<file path="src/rtl/router_pkg.sv">
// Shared router definitions: output direction indices and helpers that pull the
// signed dx/dy hop offsets out of a flit header.
package router_pkg;

  localparam int NUM_DIRS  = 5;
  localparam int DIR_LOCAL = 0;
  localparam int DIR_NORTH = 1;
  localparam int DIR_SOUTH = 2;
  localparam int DIR_EAST  = 3;
  localparam int DIR_WEST  = 4;

  // Extracts a two's-complement field of 'width' bits starting at bit 'lsb'.
  function automatic int signed signed_field(input logic [63:0] word,
                                             input int lsb,
                                             input int width);
    logic [63:0] f;
    f = (word >> lsb) & ((64'd1 << width) - 64'd1);
    if (f[width-1]) begin
      return int'(f) - (1 << width);
    end
    return int'(f);
  endfunction

  // dx occupies the top COORD_W bits of the flit.
  function automatic int signed get_dx(input logic [63:0] flit,
                                       input int flit_w,
                                       input int coord_w);
    return signed_field(flit, flit_w - coord_w, coord_w);
  endfunction

  // dy sits directly below dx.
  function automatic int signed get_dy(input logic [63:0] flit,
                                       input int flit_w,
                                       input int coord_w);
    return signed_field(flit, flit_w - 2 * coord_w, coord_w);
  endfunction

endpackage

</file>
<file path="src/rtl/xy_route_port_if.sv">
// Bundle of the router input port's upstream and downstream handshake signals.
interface xy_route_port_if
  import router_pkg::*;
#(
  parameter int FLIT_W = 16,
  parameter int DEPTH  = 4,
  localparam int CNT_W = $clog2(DEPTH) + 1
);

  // Handshake: a transfer happens on a rising edge where valid and ready are
  // both high; a sender holds valid and data stable until that edge, and
  // ready never depends combinationally on the partner's valid.
  logic [FLIT_W-1:0]   flit_in;
  logic                valid_in;
  logic                ready_in;
  logic [FLIT_W-1:0]   flit_out;
  logic [NUM_DIRS-1:0] valid_out;
  logic [NUM_DIRS-1:0] ready_out;
  logic [CNT_W-1:0]    occupancy;

  modport master (
    output flit_in, valid_in, ready_out,
    input  ready_in, flit_out, valid_out, occupancy
  );

  modport slave (
    input  flit_in, valid_in, ready_out,
    output ready_in, flit_out, valid_out, occupancy
  );

endinterface

</file>
<file path="src/rtl/sync_fifo.sv">
// Single-clock FIFO with registered count; head entry is readable combinationally.
module sync_fifo #(
  parameter int WIDTH  = 16,
  parameter int DEPTH  = 4,
  localparam int PTR_W = $clog2(DEPTH),
  localparam int CNT_W = $clog2(DEPTH) + 1
) (
  input  logic             clk,
  input  logic             rst_n,
  input  logic             push,
  input  logic [WIDTH-1:0] push_data,
  input  logic             pop,
  output logic [WIDTH-1:0] head_data,
  output logic [CNT_W-1:0] count,
  output logic             empty
);

  logic [WIDTH-1:0] mem_q [DEPTH];
  logic [WIDTH-1:0] mem_d [DEPTH];
  logic [PTR_W-1:0] wr_ptr_q, wr_ptr_d;
  logic [PTR_W-1:0] rd_ptr_q, rd_ptr_d;
  logic [CNT_W-1:0] count_q, count_d;
  logic             full;
  logic             do_push;
  logic             do_pop;

  assign full    = (count_q == CNT_W'(DEPTH));
  assign empty   = (count_q == '0);
  assign do_push = push && !full;
  assign do_pop  = pop && !empty;

  // Power-of-two depth lets the pointers wrap by plain overflow.
  always_comb begin
    mem_d    = mem_q;
    wr_ptr_d = wr_ptr_q;
    rd_ptr_d = rd_ptr_q;
    count_d  = count_q;
    if (do_push) begin
      mem_d[wr_ptr_q] = push_data;
      wr_ptr_d        = wr_ptr_q + PTR_W'(1);
    end
    if (do_pop) begin
      rd_ptr_d = rd_ptr_q + PTR_W'(1);
    end
    case ({do_push, do_pop})
      2'b10:   count_d = count_q + CNT_W'(1);
      2'b01:   count_d = count_q - CNT_W'(1);
      default: count_d = count_q;
    endcase
  end

  always_ff @(posedge clk) begin
    if (!rst_n) begin
      for (int i = 0; i < DEPTH; i++) begin
        mem_q[i] <= '0;
      end
      wr_ptr_q <= '0;
      rd_ptr_q <= '0;
      count_q  <= '0;
    end else begin
      mem_q    <= mem_d;
      wr_ptr_q <= wr_ptr_d;
      rd_ptr_q <= rd_ptr_d;
      count_q  <= count_d;
    end
  end

  assign head_data = mem_q[rd_ptr_q];
  assign count     = count_q;

endmodule

</file>
<file path="src/rtl/xy_route_port.sv">
// Buffered mesh-router input port with dimension-ordered (X then Y) routing.
// Define XY_HOP_UPDATE_EN to decrement the chosen offset on the outgoing flit.
module xy_route_port
  import router_pkg::*;
#(
  parameter int FLIT_W  = 16,
  parameter int COORD_W = 4,
  parameter int DEPTH   = 4,
  localparam int CNT_W  = $clog2(DEPTH) + 1
) (
  input logic              clk,
  input logic              rst_n,
  xy_route_port_if.slave   bus
);

  logic [FLIT_W-1:0]   head_flit;
  logic [CNT_W-1:0]    count;
  logic                empty;
  logic                push;
  logic                pop;
  int signed           dx;
  int signed           dy;
  logic [2:0]          dir_idx;
  logic [NUM_DIRS-1:0] route_onehot;
  logic [FLIT_W-1:0]   out_flit;

  // Acceptance looks only at the registered count, so ready_in never
  // combinationally depends on downstream ready_out.
  assign bus.ready_in  = (count < CNT_W'(DEPTH));
  assign bus.occupancy = count;
  assign push          = bus.valid_in && bus.ready_in;
  assign pop           = |(bus.valid_out & bus.ready_out);

  sync_fifo #(
    .WIDTH (FLIT_W),
    .DEPTH (DEPTH)
  ) u_fifo (
    .clk       (clk),
    .rst_n     (rst_n),
    .push      (push),
    .push_data (bus.flit_in),
    .pop       (pop),
    .head_data (head_flit),
    .count     (count),
    .empty     (empty)
  );

  assign dx = get_dx(64'(head_flit), FLIT_W, COORD_W);
  assign dy = get_dy(64'(head_flit), FLIT_W, COORD_W);

  // X is resolved fully before Y is considered.
  always_comb begin
    dir_idx = 3'(DIR_LOCAL);
    if (dx < 0) begin
      dir_idx = 3'(DIR_WEST);
    end else if (dx > 0) begin
      dir_idx = 3'(DIR_EAST);
    end else if (dy > 0) begin
      dir_idx = 3'(DIR_NORTH);
    end else if (dy < 0) begin
      dir_idx = 3'(DIR_SOUTH);
    end
    route_onehot          = '0;
    route_onehot[dir_idx] = 1'b1;
  end

`ifdef XY_HOP_UPDATE_EN
  logic [COORD_W-1:0] dx_field;
  logic [COORD_W-1:0] dy_field;

  assign dx_field = head_flit[FLIT_W-1 -: COORD_W];
  assign dy_field = head_flit[FLIT_W-COORD_W-1 -: COORD_W];

  // Only the presented copy is rewritten; the stored flit stays original.
  always_comb begin
    out_flit = head_flit;
    case (dir_idx)
      3'(DIR_EAST):  out_flit[FLIT_W-1 -: COORD_W]         = dx_field - COORD_W'(1);
      3'(DIR_WEST):  out_flit[FLIT_W-1 -: COORD_W]         = dx_field + COORD_W'(1);
      3'(DIR_NORTH): out_flit[FLIT_W-COORD_W-1 -: COORD_W] = dy_field - COORD_W'(1);
      3'(DIR_SOUTH): out_flit[FLIT_W-COORD_W-1 -: COORD_W] = dy_field + COORD_W'(1);
      default:       out_flit = head_flit;
    endcase
  end
`else
  assign out_flit = head_flit;
`endif

  assign bus.valid_out = empty ? '0 : route_onehot;
  assign bus.flit_out  = empty ? '0 : out_flit;

endmodule
</file>
<file path="src/flat_wrapper.sv">
// flat-port wrapper written by rule: the top's interface ports become plain ports
module xy_route_port_flat import router_pkg::*;
#(
  parameter int FLIT_W  = 16,
  parameter int COORD_W = 4,
  parameter int DEPTH   = 4,
  localparam int CNT_W  = $clog2(DEPTH) + 1
)
  (clk, rst_n, bus_flit_in, bus_valid_in, bus_ready_out, bus_ready_in, bus_flit_out, bus_valid_out, bus_occupancy);
  xy_route_port_if #(.FLIT_W(FLIT_W), .DEPTH(DEPTH)) bus_i ();
  input logic clk;
  input logic rst_n;
  input wire logic [$bits(bus_i.flit_in)-1:0] bus_flit_in;
  input wire logic [$bits(bus_i.valid_in)-1:0] bus_valid_in;
  input wire logic [$bits(bus_i.ready_out)-1:0] bus_ready_out;
  output wire logic [$bits(bus_i.ready_in)-1:0] bus_ready_in;
  output wire logic [$bits(bus_i.flit_out)-1:0] bus_flit_out;
  output wire logic [$bits(bus_i.valid_out)-1:0] bus_valid_out;
  output wire logic [$bits(bus_i.occupancy)-1:0] bus_occupancy;
  assign bus_i.flit_in = bus_flit_in;
  assign bus_i.valid_in = bus_valid_in;
  assign bus_i.ready_out = bus_ready_out;
  assign bus_ready_in = bus_i.ready_in;
  assign bus_flit_out = bus_i.flit_out;
  assign bus_valid_out = bus_i.valid_out;
  assign bus_occupancy = bus_i.occupancy;
  xy_route_port #(.FLIT_W(FLIT_W), .COORD_W(COORD_W), .DEPTH(DEPTH)) u_core (.clk(clk), .rst_n(rst_n), .bus(bus_i));
endmodule
</file>
<file path="config.mk">
export PLATFORM = sky130hd
export DESIGN_NAME = xy_route_port_flat
export DESIGN_NICKNAME = d
export VERILOG_FILES = /design/src/rtl/router_pkg.sv /design/src/rtl/xy_route_port_if.sv /design/src/rtl/sync_fifo.sv /design/src/rtl/xy_route_port.sv /design/src/flat_wrapper.sv
export SDC_FILE = /design/constraint.sdc
export NUM_CORES = 1
export LEC_CHECK = 0
export ABC_AREA = 0
export CORE_ASPECT_RATIO = 1.5
export CORE_MARGIN = 2
export CORE_UTILIZATION = 50
export CTS_CLUSTER_SIZE = 20
export DETAILED_ROUTE_END_ITERATION = 16
export MAX_ROUTING_LAYER = met4
export PLACE_DENSITY = 0.74
export SLEW_MARGIN = 10
export SYNTH_ARGS = -nofsm -noshare
export SYNTH_HDL_FRONTEND = slang
export SYNTH_SLANG_ARGS = --single-unit
export TNS_END_PERCENT = 100
</file>
<file path="constraint.sdc">
create_clock -name clk -period 9.3 [get_ports clk]
set_input_delay 0.93 -clock clk [delete_from_list [all_inputs] [get_ports clk]]
set_output_delay 0.93 -clock clk [all_outputs]
set_load 0.01 [all_outputs]
</file>
==> results of run 1 <==
==> routing by layer <==
layer | track usage | vias to the layer above | routed length [um]
met3 | 0.0366 | 6 | 268
met2 | 0.366 | 49 | 3940
met5 | - | - | 0
met4 | 0.0916 | 0 | 70
met1 | 0.261 | 1266 | 3210
li1 | - | 1333 | -
==> cell type report <==
| cell class | count | area [um2] |
|---|---|---|
| clock buffers | 13 | 149 |
| clock inverters | 3 | 42.5 |
| fillers | 579 | 2480 |
| inverters | 7 | 26.3 |
| multi-input cells | 275 | 1820 |
| flip-flops and latches | 71 | 1420 |
| well taps | 76 | 95.1 |
| repair buffers | 50 | 495 |
==> stage by stage <==
step / std cells / worst slack [ns]
after floorplan: 381 / 6.30
after global placement: 479 / 5.46
after detailed placement: 479 / 5.29
after CTS: 495 / 5.05
after global routing: 495 / 4.83
final: 495 / 5.14
==> logic make-up after synthesis <==
logic type / Yosys count / synth area share
xor gates and xnor gates: 3 / 0.00777
muxes: 18 / 0.114
buffers and inverters: 35 / 0.0440
DFF: 71 / 0.420
and+or+nand+nor: 174 / 0.222
AOI/OAI and AO/OA: 74 / 0.168
adders and majority gates: 6 / 0.0244
==> flip-flops by register name (all words and copies together) (netlist names) <==
register / count
u_core.u_fifo.count: 3
u_core.u_fifo.mem_q: 64
u_core.u_fifo.rd_ptr_q: 2
u_core.u_fifo.wr_ptr_q: 2
==> power groups by stage <==
| stage | combinational (mW) | clock [mW] | sequential, mW |
|---|---|---|---|
| floorplan | 0.207 | 0 | 0.364 |
| global placement | 0.277 | 0 | 0.384 |
| detailed placement | 0.285 | 0 | 0.386 |
| CTS | 0.286 | 0.247 | 0.379 |
| global route | 0.310 | 0.260 | 0.386 |
| finish | 0.283 | 0.243 | 0.378 |
==> critical path: stages, from the launching register on <==
cell	delay, ns
dfxtp_1	1.01
mux4_2	0.66
nor3_2	0.34
nand3b_1	0.19
nor2b_1	0.14
clkdlybuf4s50_1	0.54
==> synthesized netlist by cell type, drive strengths merged <==
master | count | area share
o21ai | 2 | 0.0030
inv | 7 | 0.0078
and2 | 7 | 0.013
a311oi | 1 | 0.0044
a21boi | 65 | 0.14
nor3 | 4 | 0.0074
nand4b | 1 | 0.0026
mux2i | 2 | 0.0059
dfxtp | 71 | 0.42
o21ba | 1 | 0.0030
o22ai | 1 | 0.0019
or3b | 1 | 0.0026
mux4 | 16 | 0.11
o221ai | 1 | 0.0026
nand2 | 134 | 0.15
a21oi | 1 | 0.0015
xnor2 | 2 | 0.0052
nand3b | 1 | 0.0022
ha | 5 | 0.018
xor2 | 1 | 0.0026
and3 | 1 | 0.0019
nor2b | 20 | 0.037
fa | 1 | 0.0059
or3 | 1 | 0.0019
o32ai | 1 | 0.0048
nor2 | 3 | 0.0033
buf | 5 | 0.011
o31a | 1 | 0.0026
nand2b | 1 | 0.0019
clkbuf | 23 | 0.026
==> worst min path at each step <==
stage,endpoint,cells past startpoint
after floorplan,u_core.u_fifo.mem_q[25],2
after global placement,u_core.u_fifo.mem_q[53],2
after detailed placement,u_core.u_fifo.mem_q[54],2
after CTS,u_core.u_fifo.mem_q[11],2
after global routing,u_core.u_fifo.mem_q[51],2
final,u_core.u_fifo.mem_q[11],2
==> summary.md, run 1 <==
| Metric | Value |
|---|---|
| Most frequent cells in the layout | 134 x nand2_1, 71 x dfxtp_1, 65 x a21boi_0, 48 x clkdlybuf4s50_1, 20 x nor2b_1 |
| Routed len/inst | 15.1 um |
| Grt ovf | 0 |
| Post-Route Skew | 0.00871 ns |
| Clock Power Share | 0.269 |
| Netlist cell types | 34 |
| Sw power | 0.292 mW |
| Pwr/cell area | 223 nW/um2 |
| Sw frac | 0.323 |
| Max cap viols | 0 |
| GRT Overall Usage | 0.221 |
| CP Data Arrival Time | 3.23 ns |
| Port bufs | 48 |
| Die W | 71.2 um |
| Unrepaired setup endpoints after global routing | no |
| Slew @ Worst Pin | 1.04 ns |
| Die Height | 105 um |
| Antenna fix cells | 0 |
| Syn. warnings | 0 |
| CP Launch Point | u_core.u_fifo.rd_ptr_q[1] |
| Sequential Power Share | 0.418 |
| Max_slew headroom | 0.306 |
| Worst-skew pair later-pin latency | 0.34 ns |
| TNS Setup | 0 ns |
| Sequential element share of the synthesized area | 0.420 |
| Post-DR vias/cell | 5.36 |
| Final setup violation count | 0 |
| Vias in the first global route | 2,583 |
| Post-Synthesis Cells | 381 |
| Maximum clock frequency | 241 MHz |
| FF+latch count, synth | 71 |
| Fin util | 0.620 |
| Combinational power share | 0.313 |
| Clock-pin slew on the worst setup and hold paths | 0.07 ns |
| CTS Buf Count | 9 |
| Residual DRC count | 0 |
| Worst hold path startpoint | u_core.u_fifo.mem_q[11] |
| Worst setup SP type | flip-flop |
| Antenna violation net count after detailed routing | 0 |
| Fin crit share | 0.447 |
| Largest net degree at the start of global routing | 73 |
| Worst IR Drop VDD | 0.000118 V |
| CTS max path bufs | 2 |
| Crit path capture | bus_valid_out[0] |
| Post-route cell area | 4050 um2 |
| # hold bufs at CTS | 0 |
| Global-route wire length before repair | 12.6 mm |
| Synthesized Nets | 411 |
| Tmin final | 4.16 ns |
| IO Pins | 49 |
| Root Driver | clkbuf_8 |
| R2R depth | 10 |
| Clock sink count | 71 |
| Leading cell type in the layout, fill and taps excluded | nand2_1 |
| CP Capture Type | primary output |
| Leakage power | 1.36 nW |
| R2r startpoint | u_core.u_fifo.rd_ptr_q[1] |
| H-tree Lvls | 3 |
| Total setup buffers inserted after CTS | 0 |
| Core area | 6530 um2 |
| Class of the tightest hold or removal check | reg2reg |
| Initial DRC Count | 144 |
| Mapped Avg Cell Area | 8.88 um2 |
| Outcome | completed |
| Ratio of cells with drive above 1 in the final layout | 0.0811 |
| Final GP Congestion | 0.802 |
| Post-CTS resize count | 0 |
| CTS tree | done |
| Vias after detailed routing | 2,654 |
| Rows | 36 |
| Max Slew Vio Count | 0 |
| Hold_ws | 0.463 ns |
| Critical Path RT | 8.37 ns |
| Power Total | 0.904 mW |
| Endpoints failing hold | 0 |
| R2r setup slk | 5.39 ns |
| P_int | 0.613 mW |
| Nets | 444 |
| Initial DRT Pass Iterations | 4 |
| Critical path type | reg2out |
| Starting density of the core | 0.518 |
| Post-DP HPWL | 4.94 mm |
| Synth Cell Area | 3380 um2 |
| Critical R2R Capture | u_core.u_fifo.count[2] |
| Placed Area | 3860 um2 |
| Syn-to-layout area delta | 19.6% |
| Antenna violations before repair | 0 |
| Critical Path Fanout Max | 18 |
| WL final | 7.50 mm |
| Area of the die | 7450 um2 |
Power figures use the tool's default switching activity.
==> run 2, diff against run 1 <==
==> constraint.sdc (replaced) <==
create_clock -name clk -period 3.9 [get_ports clk]
set_input_delay 0.39 -clock clk [delete_from_list [all_inputs] [get_ports clk]]
set_output_delay 0.39 -clock clk [all_outputs]
set_load 0.01 [all_outputs]
==> run 2 against run 1 <==
Compared with the run above:
- sequential power rose by 130%
- hold slack about the same
- clock skew increased by 0.0027 ns
- routed wire length increased by 1.4%
- via count is 0.23% lower
- cell area rose by 0.53%
- clock power is 140% higher
- first-iteration DRC count decreased by 11%
- largest cell class unchanged
- highest routed layer unchanged
==> summary.md, run 2 (synthesis results as in run 1) <==
| Metric | Value |
|---|---|
| Most frequent cells in the layout | 134 x nand2_1, 71 x dfxtp_1, 65 x a21boi_0, 48 x clkdlybuf4s50_1, 20 x nor2b_1 |
| Worst IR Drop VDD | 0.000293 V (+150%) |
| Sw frac | 0.325 (+0.00217) |
| Worst setup SP type | flip-flop |
| R2R depth | 10 (unchanged) |
| Post-Route Skew | 0.0114 ns (+0.00267 ns) |
| Critical path type | reg2reg |
| Rows | 36 (unchanged) |
| Starting density of the core | 0.518 (unchanged) |
| Grt ovf | 0 (unchanged) |
| Post-route cell area | 4070 um2 (+0.53%) |
| Residual DRC count | 0 (unchanged) |
| Outcome | completed |
| P_int | 1.46 mW (+140%) |
| Initial DRC Count | 128 (-11%) |
| Max FFs per register | 64 (unchanged) |
| Largest net degree at the start of global routing | 73 (unchanged) |
| Global-route wire length before repair | 12.7 mm (+0.76%) |
| Endpoints failing hold | 0 (unchanged) |
| Vias in the first global route | 2,587 (+0.15%) |
| Routed len/inst | 15.3 um (+1.0%) |
| Nets | 446 (+0.45%) |
| Clock-pin slew on the worst setup and hold paths | 0.08 ns (about the same) |
| WL final | 7.60 mm (+1.4%) |
| H-tree Lvls | 3 (unchanged) |
| CP Capture Type | flip-flop |
| Clock Power Share | 0.268 (about the same) |
| Antenna fix cells | 0 (unchanged) |
| Worst-skew pair later-pin latency | 0.34 ns (about the same) |
| Tmin final | 3.47 ns |
| Hold path cells | 2 (unchanged) |
| Class of the tightest hold or removal check | reg2reg |
| Max cap viols | 0 (unchanged) |
| Antenna violation net count after detailed routing | 0 (unchanged) |
| Vias after detailed routing | 2,648 (-0.23%) |
| Sequential Power Share | 0.407 (-0.011) |
| Maximum clock frequency | 288 MHz |
| Clock sink count | 71 (unchanged) |
| Initial DRT Pass Iterations | 4 (unchanged) |
| Max_slew headroom | 0.474 (+0.168) |
| CTS Buf Count | 9 (unchanged) |
| Most flops, register | u_core.u_fifo.mem_q |
| TNS Setup | 0 ns (unchanged) |
| Final setup violation count | 0 (unchanged) |
| Hold_ws | 0.463 ns (+0.000259 ns) |
| Critical Path Fanout Max | 7 (-11) |
| IO Pins | 49 (unchanged) |
| Syn-to-layout area delta | 20.3% |
| Port bufs | 48 (unchanged) |
| GRT Overall Usage | 0.222 (+0.00152) |
| Non-filler instance count after layout | 497 (+0.40%) |
| Die W | 71.2 um (unchanged) |
| Cell count after placement | 481 (+0.42%) |
| Slowest-stage cell, CP | mux4_1 |
| CTS tree | done |
| Area of the die | 7450 um2 (unchanged) |
| Unrepaired setup endpoints after global routing | no |
| Max Slew Vio Count | 0 (unchanged) |
| Placed Area | 3870 um2 (+0.39%) |
| # hold bufs at CTS | 0 (unchanged) |
| CP Data Arrival Time | 3.74 ns (+0.51 ns) |
| Post-CTS resize count | 0 (unchanged) |
| Total setup buffers inserted after CTS | 0 (unchanged) |
| Final GP Congestion | 0.799 (-0.35%) |
| Pwr/cell area | 532 nW/um2 (+140%) |
| CP cell instances | mux4_1 -> nor3_1 -> mux2i_1 -> o32ai_2 -> ha_1 -> inv_1 -> fa_1 -> xor2_1 -> or3_1 -> a21boi_0 |
| Die Height | 105 um (unchanged) |
| CTS max path bufs | 2 (unchanged) |
| Fin crit share | 0.890 |
| Antenna violations before repair | 0 (unchanged) |
| Post-DR vias/cell | 5.33 (-0.63%) |
| Ratio of cells with drive above 1 in the final layout | 0.0926 (+0.0115) |
| Leakage power | 1.37 nW (+1.1%) |
| Critical Path RT | 4.17 ns (-4.20 ns) |
| Post-DP HPWL | 4.99 mm (+1.0%) |
| Root Driver | clkbuf_8 |
| Leading cell type in the layout, fill and taps excluded | nand2_1 |
| Combinational power share | 0.325 (+0.012) |
| Core area | 6530 um2 (unchanged) |
| Sw power | 0.703 mW (+140%) |
| CP max stage delay | 0.62 ns (-0.39 ns) |
| Slew @ Worst Pin | 0.788 ns (-0.252 ns) |
-- run 2: changes by cell type in the layout (fill, tap and decap cells not counted) --
| cell | before | now |
|---|---|---|
| buf_4 | 2 | 4 |
| clkbuf_1 | 3 | 0 |
| clkinv_2 | 1 | 3 |
| clkinvlp_4 | 1 | 2 |
-- run 2: layer usage --
metal,wire length [um],track usage,vias up
li1,-,-,1336
met5,0,-,-
met3,315,0.0444,9
met4,112,0.0755,0
met1,3200,0.267,1245
met2,3980,0.368,58
-- run 2: cell type report --
type	count	area, um2
multi-input combinational	275	1820
tap	76	95.1
inverter	7	26.3
fill	553	2460
sequential	71	1420
timing repair buffer	52	510
clock buffer	10	138
clock inverter	6	60.1
-- run 2: power groups by stage --
stage / Sequential [mW] / Combinational (mW) / Clock [mW]
6_report: 0.881 / 0.704 / 0.579
5_1_grt: 0.893 / 0.778 / 0.620
4_1_cts: 0.881 / 0.710 / 0.590
3_5_place_dp: 0.898 / 0.707 / 0
3_3_place_gp: 0.893 / 0.689 / 0
2_1_floorplan: 0.868 / 0.494 / 0
-- run 2: worst max-delay path, delay by kind of cell (launching register included) --
kind | cells | cell delay, ns
mux | 2 | 0.87
fa+ha+maj | 2 | 0.61
simple gates | 2 | 0.80
flops | 1 | 0.55
buf+inv | 1 | 0.06
compound gates | 2 | 0.36
xor+xnor | 1 | 0.16
-- run 2: per-stage QoR --
stage | worst slack (ns) | power [mW] | util
after floorplan | 0.897 | 1.36 | -
after global placement | 0.557 | 1.58 | 0.593
after detailed placement | 0.431 | 1.60 | 0.593
after CTS | 0.420 | 2.18 | 0.623
after global routing | 0.207 | 2.29 | 0.623
final | 0.430 | 2.16 | 0.623
-- run 2: path summary, 6_finish.rpt --
path / from / slack [ns] / to
worst max-delay path: u_core.u_fifo.rd_ptr_q[1] / 0.43 / u_core.u_fifo.count[2]
worst min-delay path: u_core.u_fifo.mem_q[39] / 0.46 / u_core.u_fifo.mem_q[39]
worst max register to register: u_core.u_fifo.rd_ptr_q[1] / 0.43 / u_core.u_fifo.count[2]
worst min register to register: u_core.u_fifo.mem_q[39] / 0.46 / u_core.u_fifo.mem_q[39]
==> run 3, diff against run 2 <==
--- a/config.mk
+++ b/config.mk
@@ -17,4 +17,3 @@
 export SYNTH_ARGS = -nofsm -noshare
 export SYNTH_HDL_FRONTEND = slang
 export SYNTH_SLANG_ARGS = --single-unit
-export TNS_END_PERCENT = 100
==> results of run 3 <==
No change in the layout: final DEF, timing and power equal those of run 2.
